===== src/rtl/controlador_barrido_display_pkg.sv =====
// Shared types and constants for the 7-segment scan controller.
// Segment codes are active-low {g,f,e,d,c,b,a}; anodes are active-low.
package disp_pkg;

   typedef enum logic {BLANK = 1'b0, ON = 1'b1} state_e;

   localparam logic [6:0] SEG_OFF = 7'h7F;
   localparam logic [7:0] AN_OFF  = 8'hFF;

   localparam logic [6:0] SEG_TABLE [16] = '{
      7'h40, 7'h79, 7'h24, 7'h30, 7'h19, 7'h12, 7'h02, 7'h78,
      7'h00, 7'h10, 7'h08, 7'h03, 7'h46, 7'h21, 7'h06, 7'h0E
   };

   // A digit is blanked when it and every digit above it are zero; digit 0 always shows.
   function automatic logic [7:0] lz_mask(input logic [31:0] digits, input int n, input logic en);
      logic [7:0] mask;
      logic       seen;
      mask = '0;
      seen = 1'b0;
      for (int i = 7; i >= 1; i--) begin
         if (i < n) begin
            if (digits[4*i +: 4] != 4'h0) seen = 1'b1;
            mask[i] = en & ~seen;
         end
      end
      return mask;
   endfunction

endpackage


===== src/rtl/controlador_barrido_display_if.sv =====
// Load handshake between the upstream digit source and the scan controller.
interface controlador_barrido_display_if #(parameter int N_DIGITS = 8) ();

   logic                    load_valid;
   logic [4*N_DIGITS-1:0]   load_data;
   logic                    load_ready;
   logic                    lz_en;

   modport master (output load_valid, output load_data, output lz_en, input load_ready);
   modport slave  (input load_valid, input load_data, input lz_en, output load_ready);

endinterface


===== src/rtl/controlador_barrido_display_hex_a_7seg.sv =====
// Combinational hex nibble to active-low 7-segment pattern.
module hex_a_7seg
   import disp_pkg::*;
(
   input  logic [3:0] nibble,
   output logic [6:0] seg
);

   assign seg = SEG_TABLE[nibble];

endmodule


===== src/rtl/controlador_barrido_display.sv =====
// Time-multiplexed 8-digit common-anode scan controller with a blank guard between
// digit slots and a shadow buffer committed only at frame boundaries.
module controlador_barrido_display
   import disp_pkg::*;
#(
   parameter int N_DIGITS = 8,
   parameter int DIV      = 100000,
   parameter int GUARD    = 16
) (
   input  logic                          clk,
   input  logic                          rst_n,
   controlador_barrido_display_if.slave  load_if,
   output logic [7:0]                    anodo,
   output logic [6:0]                    catodos,
   output logic                          frame_done
);

   localparam int              DW         = 4*N_DIGITS;
   localparam int              CW         = $clog2(((DIV > GUARD) ? DIV : GUARD) + 1);
   localparam logic [CW-1:0]   DIV_LAST   = CW'(DIV - 1);
   localparam logic [CW-1:0]   GUARD_LAST = CW'(GUARD - 1);
   localparam logic [2:0]      IDX_LAST   = 3'(N_DIGITS - 1);

   state_e          state_q, state_d;
   logic [CW-1:0]   cnt_q, cnt_d;
   logic [2:0]      idx_q, idx_d;
   logic [DW-1:0]   active_q, active_d;
   logic [DW-1:0]   pending_q, pending_d;
   logic            pending_full_q, pending_full_d;
   logic [7:0]      mask_q, mask_d;
   logic [7:0]      anodo_q, anodo_d;
   logic [6:0]      catodos_q, catodos_d;
   logic            load_ready_q, load_ready_d;
   logic            frame_done_q, frame_done_d;

   logic            accept;
   logic            frame_end;
   logic [31:0]     active_ext;
   logic [3:0]      nibble;
   logic [6:0]      seg;

   always_comb begin
      state_d        = state_q;
      cnt_d          = cnt_q;
      idx_d          = idx_q;
      active_d       = active_q;
      pending_d      = pending_q;
      pending_full_d = pending_full_q;
      mask_d         = mask_q;
      frame_done_d   = 1'b0;

      accept    = load_if.load_valid && load_ready_q;
      frame_end = (state_q == ON) && (cnt_q == DIV_LAST) && (idx_q == IDX_LAST);

      case (state_q)
         BLANK: begin
            if (cnt_q == GUARD_LAST) begin
               state_d = ON;
               cnt_d   = '0;
            end else begin
               cnt_d = cnt_q + 1'b1;
            end
         end
         ON: begin
            if (cnt_q == DIV_LAST) begin
               state_d = BLANK;
               cnt_d   = '0;
               idx_d   = (idx_q == IDX_LAST) ? 3'd0 : idx_q + 3'd1;
            end else begin
               cnt_d = cnt_q + 1'b1;
            end
         end
         default: begin
            state_d = BLANK;
            cnt_d   = '0;
         end
      endcase

      // Commit uses the pending value from before this edge, so a same-edge load waits a frame.
      if (frame_end) begin
         frame_done_d = 1'b1;
         if (pending_full_q) begin
            active_d       = pending_q;
            pending_full_d = 1'b0;
         end
         mask_d = lz_mask(32'(active_d), N_DIGITS, load_if.lz_en);
      end

      if (accept) begin
         pending_d      = load_if.load_data;
         pending_full_d = 1'b1;
      end

      load_ready_d = !pending_full_d;
   end

   assign active_ext = 32'(active_d);
   assign nibble     = active_ext[{idx_d, 2'b00} +: 4];

   hex_a_7seg u_hex_a_7seg (
      .nibble (nibble),
      .seg    (seg)
   );

   // Pins are driven from next-state values so the registered outputs line up with state_q.
   always_comb begin
      anodo_d   = AN_OFF;
      catodos_d = SEG_OFF;
      if ((state_d == ON) && !mask_d[idx_d]) begin
         anodo_d[idx_d] = 1'b0;
         catodos_d      = seg;
      end
   end

   always_ff @(posedge clk or negedge rst_n) begin
      if (!rst_n) begin
         state_q        <= BLANK;
         cnt_q          <= '0;
         idx_q          <= 3'd0;
         active_q       <= '0;
         pending_q      <= '0;
         pending_full_q <= 1'b0;
         mask_q         <= '0;
         anodo_q        <= AN_OFF;
         catodos_q      <= SEG_OFF;
         load_ready_q   <= 1'b1;
         frame_done_q   <= 1'b0;
      end else begin
         state_q        <= state_d;
         cnt_q          <= cnt_d;
         idx_q          <= idx_d;
         active_q       <= active_d;
         pending_q      <= pending_d;
         pending_full_q <= pending_full_d;
         mask_q         <= mask_d;
         anodo_q        <= anodo_d;
         catodos_q      <= catodos_d;
         load_ready_q   <= load_ready_d;
         frame_done_q   <= frame_done_d;
      end
   end

   assign load_if.load_ready = load_ready_q;
   assign anodo              = anodo_q;
   assign catodos            = catodos_q;
   assign frame_done         = frame_done_q;

endmodule


===== src/flat_wrapper.sv =====
// flat-port wrapper written by rule: the top's interface ports become plain ports
module controlador_barrido_display_flat import disp_pkg::*;
#(
   parameter int N_DIGITS = 8,
   parameter int DIV      = 100000,
   parameter int GUARD    = 16
)
  (clk, rst_n, anodo, catodos, frame_done, load_if_load_valid, load_if_load_data, load_if_lz_en, load_if_load_ready);
  controlador_barrido_display_if #(.N_DIGITS(N_DIGITS)) load_if_i ();
  input  logic clk;
  input  logic rst_n;
  output logic [7:0] anodo;
  output logic [6:0] catodos;
  output logic frame_done;
  input wire logic [$bits(load_if_i.load_valid)-1:0] load_if_load_valid;
  input wire logic [$bits(load_if_i.load_data)-1:0] load_if_load_data;
  input wire logic [$bits(load_if_i.lz_en)-1:0] load_if_lz_en;
  output wire logic [$bits(load_if_i.load_ready)-1:0] load_if_load_ready;
  assign load_if_i.load_valid = load_if_load_valid;
  assign load_if_i.load_data = load_if_load_data;
  assign load_if_i.lz_en = load_if_lz_en;
  assign load_if_load_ready = load_if_i.load_ready;
  controlador_barrido_display #(.N_DIGITS(N_DIGITS), .DIV(DIV), .GUARD(GUARD)) u_core (.clk(clk), .rst_n(rst_n), .load_if(load_if_i), .anodo(anodo), .catodos(catodos), .frame_done(frame_done));
endmodule

===== config.mk =====
export PLATFORM = sky130hd
export DESIGN_NAME = controlador_barrido_display_flat
export DESIGN_NICKNAME = d
export VERILOG_FILES = /design/src/rtl/controlador_barrido_display_pkg.sv /design/src/rtl/controlador_barrido_display_if.sv /design/src/rtl/controlador_barrido_display_hex_a_7seg.sv /design/src/rtl/controlador_barrido_display.sv /design/src/flat_wrapper.sv
export SDC_FILE = /design/constraint.sdc
export NUM_CORES = 1
export LEC_CHECK = 0
export ABC_CLOCK_PERIOD_IN_PS = 13100
export CAP_MARGIN = 25
export CORE_MARGIN = 2
export CORE_UTILIZATION = 61
export CTS_CLUSTER_SIZE = 14
export DETAILED_ROUTE_END_ITERATION = 8
export HOLD_SLACK_MARGIN = 0.1
export PLACE_DENSITY = 0.85
export SETUP_SLACK_MARGIN = 0.02
export SLEW_MARGIN = 20
export SYNTH_ARGS = -nofsm -noshare
export SYNTH_HDL_FRONTEND = slang
export SYNTH_HIERARCHICAL = 1
export SYNTH_SLANG_ARGS = --single-unit

===== constraint.sdc =====
create_clock -name clk -period 13.1 [get_ports clk]
set_input_delay 1.965 -clock clk [delete_from_list [all_inputs] [get_ports clk]]
set_output_delay 1.965 -clock clk [all_outputs]
set_load 0.02 [all_outputs]

==> results.toml, run 1 <==
[floorplanning]
initial_core_util = 0.638
die_area_mm2 = 0.00944
row_count = 33
die_w_um = 97.1
coreArea_mm2 = 0.00830
chipHeight_um = 97.1
ioPinCount = 53

[drt]
via_per_inst = 5.95
vias = 3724
wire_per_inst_um = 17.5
met3_length_um = 583
ant_nets = 0
first_iter_violations = 316
top_layer = "met4"
wl_met1_um = 4810
drc = 0
dr.pass1.iters = 5
wl_met2_um = 5270
drt-total-wl_um = 10900

[yosys]
synth_cells = 466
synth_enable_flop_cells = 0
avgSynthCellArea_um2 = 11.4
ys_async_sr_fraction = 1.00
ys.flop_type = "dfrtp_1"
ys_seq_area_frac = 0.529
synth.cell_area_mm2 = 0.00529
synth_fp_nets = 512
synth_seq_cells = 111
ys_types = 54
yosys_warnings = 6

[clock_tree]
clock_latency_ns = 0.37
clockRootBuffer = "clkbuf_8"
post_cts_buffers = 0
cts.sink_count = 111
ctsResizeCount = 0
clock_path_buffers = 2
htreeDepth = 3
cts_tree = "yes"
cts_buffers = 9
holdBufCountCts = 0
cts.clk_slew.worst_paths_ns = 0.10

[critical_path]
r2r-end = "u_core/catodos[3]"
rrSetupSlack_ns = 7.95
cp_max_fo = 32
crit_end = "u_core/catodos[3]"
critPathCaptureType = "register"
crit_required_ns = 13.40
r2r-start = "u_core/cnt_q[0]"
worst_r2r_path_depth = 13
crit_start = "u_core/cnt_q[0]"
cp-start-kind = "register"
worstSetupPathType = "register to register"
cp.arrival_ns = 5.45

[place]
gp_congestion = 0.958
port_buffers = 52
dp_cells = 609
place_area_mm2 = 0.00587
dp_hpwl_um = 7850

[power]
p_sw_frac = 0.232
leakage_nw = 3.04
cell_internal_pwr_mw = 0.428
combPwrFrac = 0.034
clockPowerShare = 0.350
p_switching_mw = 0.129
powerDensity_mw_per_mm2 = 91.4
ir_worst_vdd_mv = 0.0559
total_power_mw = 0.557
p_seq_frac = 0.615

[global_route]
gr-total-overflow = 0
grt_pass1_wl_um = 18600
grt_max_degree = 78
antenna_found_initial = 0
grt_usage = 0.242
grt_pass1_vias = 3846

[timing]
rsz0062_at_grt = "no"
post-route-min-period_ns = 5.15
maxSlewViolCount = 0
max_freq_mhz = 194
finalSetupViolCount = 0
period_share = 0.394
slew_headroom = 0.372
hold_viol = 0
worst_slew_pin_slew_ns = 0.942
fin_skew_ns = 0.0109
fin_setup_tns_ns = 0

[finish]
drive_above_1_share = 0.163
antenna_cells = 0
final_cell_mix = "dfrtp_1 (95), clkdlybuf4s50_1 (51), inv_1 (44)"
fin_nets = 562
final_common_cell = "dfrtp_1"
final_cells = 626
areaGrowthSynthToFinish_pct = 15.1
postLayoutCellArea_mm2 = 0.00609
nFillCells = 589

[status]
status = "completed"

[hold_path]
hold_path_class = "register to register"

[job]
drv_cap = 0
[synth_stat cells (all sizes together) (3+ instances only)]
master  number  area share
a211oi       3      0.0052
a21oi        6      0.0057
a22oi        3      0.0043
a41oi        3      0.0078
and3         8      0.0095
buf          9       0.011
clkbuf       7      0.0052
dfrtp       95        0.45
dfstp       16       0.079
ha          10       0.024
inv         44       0.031
mux2        34       0.072
mux2i       42       0.080
nand2       29       0.021
nand2b       8      0.0095
nand3       14       0.013
nand4        6      0.0071
nor2        31       0.022
nor2b        5      0.0073
nor3         4      0.0038
nor4        15       0.025
o21ai        7      0.0066
o22ai       17       0.020
or3b         8       0.013
or4          7       0.011
xnor2        7       0.012
xor2         8       0.013
[worst max-delay path, cell delays in order (launching register included)]
cell and delay, ns:
dfrtp_1 0.40, ha_1 0.21, nand3_1 0.16, nor4_2 0.64
and2_2 0.43, and3_2 0.86, mux2i_1 0.36, o22ai_1 0.13
or4_1 0.70, inv_1 0.18, ha_1 0.14, inv_1 0.04
mux4_2 0.45, or3b_1 0.36
[kinds of logic (layout without fill, tap and decap cells)]
logic type | count (synthesis) | after routing | synth area share
simple gates | 145 | 145 | 0.156
flops | 111 | 111 | 0.529
mux | 77 | 77 | 0.157
buf+inv | 60 | 115 | 0.0470
compound gates | 48 | 48 | 0.0636
xor+xnor | 15 | 15 | 0.0248
fa+ha+maj | 10 | 10 | 0.0236
[state kept, by name (all words and copies together) (netlist names)]
register                   count
u_core/catodos                 7
u_core/pending_full_q          1
u_core/anodo                   8
u_core/active_q               32
u_core/state_q                 1
u_core/load_if.load_ready      1
u_core/cnt_q                  17
u_core/idx_q                   3
u_core/frame_done              1
u_core/pending_q              32
u_core/mask_q                  8
[power groups by stage]
stage	Combinational [mW]	Sequential (mW)	Clock (mW)
final	0.0190	0.343	0.195
after global routing	0.0212	0.343	0.216
after CTS	0.0185	0.343	0.202
after detailed placement	0.0185	0.349	0
after global placement	0.0181	0.349	0
after floorplan	0.000866	0.349	0
[stage by stage]
stage,worst slack [ns],hold slack (ns),util
5_1_grt,7.67,0.512,0.734
2_1_floorplan,8.84,0.433,-
3_3_place_gp,8.28,0.446,0.708
3_5_place_dp,8.04,0.471,0.708
4_1_cts,8.00,0.494,0.731
6_report,7.95,0.490,0.734
[worst min-delay path by stage]
stage,start,slack [ns],end,depth (start not counted)
floorplan,u_core/mask_q[3],0.43,u_core/mask_q[3],2
global placement,u_core/mask_q[3],0.45,u_core/mask_q[3],2
detailed placement,u_core/active_q[1],0.47,u_core/active_q[1],2
CTS,u_core/cnt_q[0],0.49,u_core/cnt_q[0],1
global route,u_core/mask_q[3],0.51,u_core/mask_q[3],2
finish,u_core/cnt_q[0],0.49,u_core/cnt_q[0],1
[area by class of cell]
class                   instances  area (µm²)  share of cell area
flip-flops and latches        111        2800               0.459
well taps                     105         131              0.0216
clock inverters                 6        62.6              0.0103
multi-input cells             295        2250               0.369
repair buffers                 55         561              0.0920
inverters                      44         165              0.0271
clock buffers                  10         128              0.0209
[per-layer routing]
layer  GRT usage  up-vias
met5           0        -
met4      0.0867        0
met3      0.0540       30
met2       0.390      137
met1       0.325     1827
li1            -     1730
Note: power is estimated with default switching activity, not from simulation.
==> inputs of run 2 (changes only) <==
--- a/config.mk
+++ b/config.mk
@@ -5,14 +5,14 @@
 export SDC_FILE = /design/constraint.sdc
 export NUM_CORES = 1
 export LEC_CHECK = 0
-export ABC_CLOCK_PERIOD_IN_PS = 13100
+export ABC_CLOCK_PERIOD_IN_PS = 5300
 export CAP_MARGIN = 25
 export CORE_MARGIN = 2
-export CORE_UTILIZATION = 61
+export CORE_UTILIZATION = 57
 export CTS_CLUSTER_SIZE = 14
 export DETAILED_ROUTE_END_ITERATION = 8
 export HOLD_SLACK_MARGIN = 0.1
-export PLACE_DENSITY = 0.85
+export PLACE_DENSITY = 0.8
 export SETUP_SLACK_MARGIN = 0.02
 export SLEW_MARGIN = 20
 export SYNTH_ARGS = -nofsm -noshare
==> constraint.sdc (replaced) <==
create_clock -name clk -period 5.3 [get_ports clk]
set_input_delay 0.795 -clock clk [delete_from_list [all_inputs] [get_ports clk]]
set_output_delay 0.795 -clock clk [all_outputs]
set_load 0.02 [all_outputs]
==> run 2 against run 1 <==
Wire length grew 2.3%; die area rose by 6.7%; largest power group unchanged; clock power is 150% higher; flip-flop and latch count stayed put; clock skew up 0.0011 ns; critical path type unchanged.
==> results.toml, run 2 (same netlist as run 1, synthesis figures left out) <==
[finish]
nFillCells = 703
reg_top3 = "u_core/active_q (32), u_core/pending_q (32), u_core/cnt_q (17)"
drive_above_1_share = 0.167
final_cell_mix = "dfrtp_1 (95), clkdlybuf4s50_1 (51), inv_1 (44)"
postLayoutCellArea_mm2 = 0.00610
fin_nets = 563
areaGrowthSynthToFinish_pct = 15.2
antenna_cells = 0
final_common_cell = "dfrtp_1"

[floorplanning]
die_area_mm2 = 0.0101
coreArea_mm2 = 0.00911
die_w_um = 100
ioPinCount = 53
row_count = 35
initial_core_util = 0.581
chipHeight_um = 100

[timing]
fin_setup_tns_ns = 0
post-route-min-period_ns = 4.76
slew_headroom = 0.459
maxSlewViolCount = 0
period_share = 0.898
fin_skew_ns = 0.0120
worst_slew_pin_slew_ns = 0.811
max_freq_mhz = 210
rsz0062_at_grt = "no"
finalSetupViolCount = 0
hold_viol = 0

[critical_path]
crit_required_ns = 5.60
cp_slowest_stage_delay_ns = 0.67
slowest_stage = "or4_1"
crit_chain = "ha_1, nand3_1, nor4_2, and2_2, and3_2, buf_12, mux2i_1, o22ai_1, or4_1, inv_1, ha_1, inv_1, mux4_2, or3b_1"
critPathCaptureType = "register"
crit_start = "u_core/cnt_q[0]"
crit_end = "u_core/catodos[3]"
cp.arrival_ns = 5.06
rrSetupSlack_ns = 0.54
r2r-end = "u_core/catodos[3]"
worst_r2r_path_depth = 14
cp-start-kind = "register"
worstSetupPathType = "register to register"
r2r-start = "u_core/cnt_q[0]"
cp_max_fo = 32

[drt]
via_per_inst = 5.89
vias = 3730
ant_nets = 0
drt-total-wl_um = 11200
dr.pass1.iters = 5
wire_per_inst_um = 17.7
first_iter_violations = 243
drc = 0

[clock_tree]
holdBufCountCts = 0
htreeDepth = 3
cts.clk_slew.worst_paths_ns = 0.10
cts_buffers = 9
clock_path_buffers = 2
clockRootBuffer = "clkbuf_8"
cts.sink_count = 111
clock_latency_ns = 0.38
post_cts_buffers = 0
ctsResizeCount = 0
cts_tree = "yes"

[place]
port_buffers = 52
dp_hpwl_um = 8080
place_area_mm2 = 0.00591
gp_congestion = 0.881

[job]
drv_cap = 0

[power]
ir_worst_vdd_mv = 0.133
leakage_nw = 3.04
powerDensity_mw_per_mm2 = 226
total_power_mw = 1.38

[hold_path]
hold_path_class = "register to register"

[global_route]
grt_usage = 0.239
grt_max_degree = 67
grt_pass1_wl_um = 18700
antenna_found_initial = 0
gr-total-overflow = 0
grt_pass1_vias = 3797

[status]
status = "completed"
## run 2: changes by cell type in the layout (fill, tap and decap cells not counted)
cell / delta
inv_6: +1
buf_12: +1
clkinv_2: +1
clkbuf_8: +1
clkinv_8: -1
inv_8: -1
clkbuf_1: -1
buf_16: -1
buf_4: +1
## run 2: worst min path at each step
stage / slack, ns / start / cells past startpoint / to
finish: 0.48 / u_core/mask_q[3] / 2 / u_core/mask_q[3]
global route: 0.51 / u_core/cnt_q[0] / 1 / u_core/cnt_q[0]
CTS: 0.48 / u_core/mask_q[3] / 2 / u_core/mask_q[3]
detailed placement: 0.45 / u_core/mask_q[3] / 2 / u_core/mask_q[3]
global placement: 0.45 / u_core/mask_q[3] / 2 / u_core/mask_q[3]
floorplan: 0.43 / u_core/mask_q[3] / 2 / u_core/mask_q[3]
## run 2: layer usage
| metal | global-route usage | vias up | part of all wire |
|---|---|---|---|
| li1 | - | 1734 | - |
| met1 | 0.320 | 1847 | 0.43 |
| met2 | 0.393 | 127 | 0.49 |
| met3 | 0.0487 | 22 | 0.062 |
| met4 | 0.0780 | 0 | 0.016 |
| met5 | 0 | - | 0 |
## run 2: area by class of cell
type                    count  area [µm²]  share of cell area
flip-flops and latches    111        2800               0.459
multi-input cells         295        2250               0.369
repair buffers             56         561              0.0920
inverters                  44         165              0.0271
well taps                 111         139              0.0228
clock buffers              10         138              0.0226
clock inverters             6        48.8             0.00800
## run 2: report_power, final
part	switching, mW	leakage, nW	internal (mW)
combinational	0.0209	1.49	0.0238
clock	0.294	0.0981	0.191
sequential	0	1.45	0.847
total	0.315	3.04	1.06
## run 2: through the flow
stage,utilization,instances,worst slack (ns),hold slack [ns]
3_3_place_gp,0.649,617,0.887,0.447
2_1_floorplan,-,466,1.04,0.433
4_1_cts,0.669,633,0.586,0.478
5_1_grt,0.669,633,0.235,0.508
6_report,0.669,633,0.539,0.477
3_5_place_dp,0.649,617,0.652,0.454
## run 2: critical path, delay by kind of cell (launching register included)
kind,cells,cell delay (ns)
AND/OR/NAND/NOR,6,2.52
multiplexers,2,0.73
buffers and inverters,3,0.49
flip-flops,1,0.39
adder cells (fa/ha/maj),2,0.38
AO/OA/AOI/OAI,1,0.16
==> inputs of run 3 (changes only) <==
--- a/config.mk
+++ b/config.mk
@@ -7,12 +7,15 @@
 export LEC_CHECK = 0
 export ABC_CLOCK_PERIOD_IN_PS = 5300
 export CAP_MARGIN = 25
+export CELL_PAD_IN_SITES_DETAIL_PLACEMENT = 2
+export CELL_PAD_IN_SITES_GLOBAL_PLACEMENT = 2
+export CORE_ASPECT_RATIO = 0.75
 export CORE_MARGIN = 2
-export CORE_UTILIZATION = 57
+export CORE_UTILIZATION = 38
 export CTS_CLUSTER_SIZE = 14
 export DETAILED_ROUTE_END_ITERATION = 8
 export HOLD_SLACK_MARGIN = 0.1
-export PLACE_DENSITY = 0.8
+export PLACE_DENSITY_LB_ADDON = 0.1
 export SETUP_SLACK_MARGIN = 0.02
 export SLEW_MARGIN = 20
 export SYNTH_ARGS = -nofsm -noshare
==> run 3 against run 2 <==
Hold slack better by 0.0037 ns; via count is 0.46% higher; critical endpoint is now u_core/catodos[1]; non-clock buffer count stayed put.
==> results.toml, run 3 (same netlist as run 1, synthesis figures left out) <==
[clock_tree]
cts.sink_count = 111
clock_path_buffers = 2
cts_tree = "yes"
clockRootBuffer = "clkbuf_16"
holdBufCountCts = 0
cts.clk_slew.worst_paths_ns = 0.07
ctsResizeCount = 0
cts_buffers = 9
post_cts_buffers = 0
htreeDepth = 3
clock_latency_ns = 0.36

[drt]
via_per_inst = 5.38
dr.pass1.iters = 7
ant_nets = 0
first_iter_violations = 158
drt-total-wl_um = 14300
vias = 3747
drc = 0
wire_per_inst_um = 20.5

[place]
place_area_mm2 = 0.00599
gp_congestion = 0.807
port_buffers = 52
dp_hpwl_um = 10700

[finish]
drive_above_1_share = 0.165
postLayoutCoreUtil = 0.462
antenna_cells = 0
final_cell_mix = "dfrtp_1 (95), clkdlybuf4s50_1 (51), inv_1 (44)"
areaGrowthSynthToFinish_pct = 19.1
fin_nets = 563
reg_top3 = "u_core/active_q (32), u_core/pending_q (32), u_core/cnt_q (17)"
postLayoutCellArea_mm2 = 0.00630
final_common_cell = "dfrtp_1"
nFillCells = 1379

[global_route]
grt_pass1_wl_um = 23500
grt_usage = 0.207
gr-total-overflow = 0
grt_max_degree = 61
grt_pass1_vias = 4167
antenna_found_initial = 0

[critical_path]
r2r-start = "u_core/cnt_q[0]"
cp_slowest_stage_delay_ns = 0.72
cp_num_buf_inv = 2
slowest_stage = "or4_1"
cp-start-kind = "register"
crit_family = "simple AND/OR/NAND/NOR gates"
cp.arrival_ns = 5.19
worstSetupPathType = "register to register"
rrSetupSlack_ns = 0.38
cp_max_fo = 14
critPathCaptureType = "register"
crit_chain = "ha_1, nand3_1, nor4_2, and2_2, nor4b_1, a31oi_1, o22ai_1, or4_1, inv_1, ha_1, inv_1, mux2i_1, a32o_1, or3b_1"
worst_r2r_path_depth = 14
r2r-end = "u_core/catodos[1]"
crit_required_ns = 5.57

[timing]
period_share = 0.928
rsz0062_at_grt = "no"
worst_slew_pin_slew_ns = 0.884
max_freq_mhz = 203
slew_headroom = 0.411
fin_skew_ns = 0.00820
fin_setup_tns_ns = 0
post-route-min-period_ns = 4.92
finalSetupViolCount = 0
maxSlewViolCount = 0
hold_viol = 0

[floorplanning]
die_area_mm2 = 0.0149
coreArea_mm2 = 0.0137
die_w_um = 140
ioPinCount = 53
chipHeight_um = 106
initial_core_util = 0.388
row_count = 37

[job]
drv_cap = 0

[power]
leakage_nw = 3.10
ir_worst_vdd_mv = 0.148
powerDensity_mw_per_mm2 = 256
total_power_mw = 1.61

[status]
status = "completed"

[hold_path]
hold_path_class = "input port to asynchronous set/reset pin"
## run 3: changes by cell type in the layout (fill, tap and decap cells not counted), sizes merged
cell,change
clkbuf,+2
clkinv,-2
bufinv,+1
inv,-1
## run 3: layer usage
metal / part of all wire / wire length (µm) / GRT usage
met5: 0 / 0 / 0
met4: 0.0096 / 138 / 0.0519
met3: 0.053 / 753 / 0.0401
met2: 0.47 / 6780 / 0.340
met1: 0.46 / 6650 / 0.284
## run 3: final cells by class
type / instances / area (µm²) / area share
clock buffer: 12 / 256 / 0.0407
clock inverter: 4 / 58.8 / 0.00933
inverter: 44 / 165 / 0.0262
multi-input combinational: 295 / 2250 / 0.356
sequential: 111 / 2800 / 0.444
tap: 175 / 219 / 0.0347
timing repair buffer: 56 / 561 / 0.0889
## run 3: worst max path at each step
stage / startpoint / endpoint / slack [ns] / cells after the start
6_report: u_core/cnt_q[0] / u_core/catodos[1] / 0.38 / 14
5_1_grt: u_core/cnt_q[0] / u_core/catodos[1] / 0.09 / 15
4_1_cts: u_core/cnt_q[0] / u_core/catodos[1] / 0.40 / 15
3_5_place_dp: u_core/cnt_q[0] / u_core/catodos[1] / 0.47 / 15
3_3_place_gp: u_core/cnt_q[0] / u_core/catodos[3] / 0.79 / 13
2_1_floorplan: u_core/cnt_q[0] / u_core/catodos[3] / 1.04 / 15
## run 3: worst reg2reg max path, delay by kind of cell, from the launching register on
family | cells | cell delay [ns]
compound gates | 3 | 1.07
fa+ha+maj | 2 | 0.50
buf+inv | 2 | 0.30
flops | 1 | 0.40
mux | 1 | 0.09
simple gates | 6 | 2.45
## run 3: stage by stage
stage	worst slack, ns	std cells	hold slack, ns
floorplan	1.04	466	0.433
global route	0.0886	697	0.522
global placement	0.791	681	0.444
detailed placement	0.468	681	0.471
finish	0.380	697	0.481
CTS	0.397	697	0.491
## run 3: report_power, final
part	internal [mW]	switching (mW)
logic	0.0237	0.0215
registers	0.847	0
clock network	0.400	0.320
==> variant, RTL diff (flow settings as in run 3) <==
`pending_q` no longer has a reset.
--- a/src/rtl/controlador_barrido_display.sv
+++ b/src/rtl/controlador_barrido_display.sv
@@ -119,5 +119,4 @@
          idx_q          <= 3'd0;
          active_q       <= '0;
-         pending_q      <= '0;
          pending_full_q <= 1'b0;
          mask_q         <= '0;
@@ -131,5 +130,4 @@
          idx_q          <= idx_d;
          active_q       <= active_d;
-         pending_q      <= pending_d;
          pending_full_q <= pending_full_d;
          mask_q         <= mask_d;
@@ -141,4 +139,8 @@
    end
 
+   always_ff @(posedge clk) begin
+      pending_q <= pending_d;
+   end
+
    assign load_if.load_ready = load_ready_q;
    assign anodo              = anodo_q;
Check against the original RTL: same outputs for any inputs over 10 cycles, from zero or initial values and one cycle with rst_n low; that may be too few to reach the edited logic, so the function may still have changed.
==> variant against run 3 <==
Utilization rose by 0.33 points. Critical path type unchanged. Global-route usage fell by 0.51 points. Clock skew fell by 0.00076 ns. Sequential cell count did not move. Total power rose by 1.1%. Routed wire length fell by 1.7%. Area after synthesis fell by 2.7%. Worst hold slack got worse by 0.0062 ns. Design area fell by 3.3%. Setup slack improved by 0.38 ns.
==> variant: results (changes against run 3) <==
- Layout cells sized above 1: 12.4% (-4.1 points)
- Critical path launch point: u_core/cnt_q[0]
- Insertion delay of the later-clocked pin in the worst-skew pair: 0.36 ns (about the same)
- Number of filler instances in the final layout: 1,315 (-4.6%)
- Post-synthesis xor/xnor area fraction: 2.55% (+0.070 points)
- Number of distinct standard cells referenced by the synthesized netlist: 60 (+11%)
- Crit path max fanout: 18 (+4)
- Final weighted congestion of routability-driven global placement: 0.858 (+6.3%)
- CTS root buf: clkbuf_16
- Slew @ Worst Pin: 0.941 ns (+0.0577 ns)
- Wire length per cell: 20.7 µm (+0.61%)
- Via Count: 3,688 (-1.6%)
- Placed instance count: 665 (-2.3%)
- Max Buffers Root-to-Sink: 2 (unchanged)
- Worst reg2reg path depth: 14 (unchanged)
- Post-synthesis adder-cell area fraction: 2.43% (+0.067 points)
- End point of the critical path: u_core/catodos[3]
- Ant diodes: 0 (unchanged)
- Worst vdd rail ir drop: 139 µV (-5.6%)
- GRT Overall Usage: 20.2% (-0.51 points)
- Number of setup buffers added after CTS: 0 (unchanged)
- Leakage power total: 2.62 nW (-15%)
- Level count of the clock H-tree: 3 (unchanged)
- Compound-gate portion of the synthesized area: 6.85% (+0.50 points)
- First-pass GRT wire length: 22,700 µm (-3.4%)
- Longest individual stage delay on the worst path: 0.64 ns (-0.08 ns)
- Reg-to-reg setup timing slack: 0.76 ns (+0.38 ns)
- Most used standard cells in the synthesized netlist: nand2_1, dfrtp_1, edfxtp_1
- Area growth syn-to-layout: 18.4%
- CP arrival: 4.80 ns (-0.39 ns)
- Proportion of synthesized chip area in sequential cells: 57.5% (+4.6 points)
- Cell with the largest stage delay on the worst path: and4_1
- Pre-Repair DR Iteration Count: 4 (-3)
- Placement-stage cell area: 5800 µm² (-3.1%)
- Clock skew: 0.00743 ns (-0.000762 ns)
- Initial antenna violation count: 0 (unchanged)
- Number of nets in the final layout: 551 (-2.1%)
- Top cells by area in the synthesized netlist: dfrtp_1, edfxtp_1, dfstp_2
- Input/output buffers: 52 (unchanged)
- DRT iter0 DRCs: 174 (+10%)
- Mapped Nets: 501 (-2.1%)
- Cell Count, Final, Fillers Out: 681 (-2.3%)
- Largest registers in the final layout: u_core/active_q x32, u_core/pending_q x32, u_core/cnt_q x17
- Average instance area after synthesis: 11.3 µm² (-0.39%)
- Number of enable-type register cells in the synthesized netlist: 32 (+32)
- Post-DP HPWL: 10,500 µm (-2.2%)
- Top flip-flop cell by instance count after synthesis: dfrtp_1
- Portion of netlist area occupied by mux cells: 7.02% (-8.6 points)
- Worst Hold Class: reg2reg
- Asr flop ratio synth: 71.2% (-29 points)
- Vias in the first global route: 4,075 (-2.2%)
- Largest net degree at the start of global routing: 80 (+31%)
- Status: complete, no violations
variant: kinds of logic (layout without fill, tap and decap cells):
kind of cell / after synthesis / count (layout)
and+or+nand+nor: 203 / 203
buffers and inverters: 33 / 88
muxes: 32 / 32
xor gates and xnor gates: 15 / 15
AOI/OAI and AO/OA: 51 / 51
adders and majority gates: 10 / 10
DFF: 111 / 111
variant: through the flow:
step / setup slack [ns] / hold slack (ns)
2_1_floorplan: 1.75 / 0.433
3_3_place_gp: 1.04 / 0.444
3_5_place_dp: 0.790 / 0.460
4_1_cts: 0.762 / 0.480
5_1_grt: 0.440 / 0.516
6_report: 0.759 / 0.474
variant: cell type report:
| cell class | count | share of cell area [%] |
|---|---|---|
| flip-flops and latches | 111 | 48.5 |
| multi-input cells | 311 | 33.2 |
| repair buffers | 57 | 9.18 |
| clock buffers | 9 | 3.70 |
| well taps | 171 | 3.51 |
| clock inverters | 7 | 1.01 |
| inverters | 15 | 0.924 |
variant: layer usage:
metal	routed length, µm	global-route usage, %	vias to the layer above
li1	-	-	1708
met1	6870	28.8	1890
met2	6480	31.7	77
met3	579	3.90	13
met4	151	5.47	0
met5	0	0	-
variant: where the power goes:
| group | total, mW | switching [mW] | internal [mW] |
|---|---|---|---|
| Combinational | 0.0571 | 0.0278 | 0.0293 |
| Clock | 0.671 | 0.340 | 0.331 |
| Sequential | 0.902 | 0.00829 | 0.894 |
| Total | 1.63 | 0.376 | 1.25 |
variant: worst max-delay path, delay by kind of cell (launching register included):
family                   cells  cell delay, ns
multiplexers                 2            0.82
AND/OR/NAND/NOR              6            1.99
AO/OA/AOI/OAI                1            0.18
flip-flops                   1            0.40
adder cells (fa/ha/maj)      2            0.36
buffers and inverters        3            0.67
variant: worst min path at each step:
stage / start / endpoint / slack [ns] / cells after the start
4_1_cts: u_core/active_q[3] / u_core/active_q[3] / 0.48 / 2
3_3_place_gp: u_core/active_q[3] / u_core/active_q[3] / 0.44 / 2
3_5_place_dp: u_core/active_q[3] / u_core/active_q[3] / 0.46 / 2
6_report: u_core/active_q[3] / u_core/active_q[3] / 0.47 / 2
5_1_grt: u_core/active_q[3] / u_core/active_q[3] / 0.52 / 2
2_1_floorplan: u_core/active_q[3] / u_core/active_q[3] / 0.43 / 2
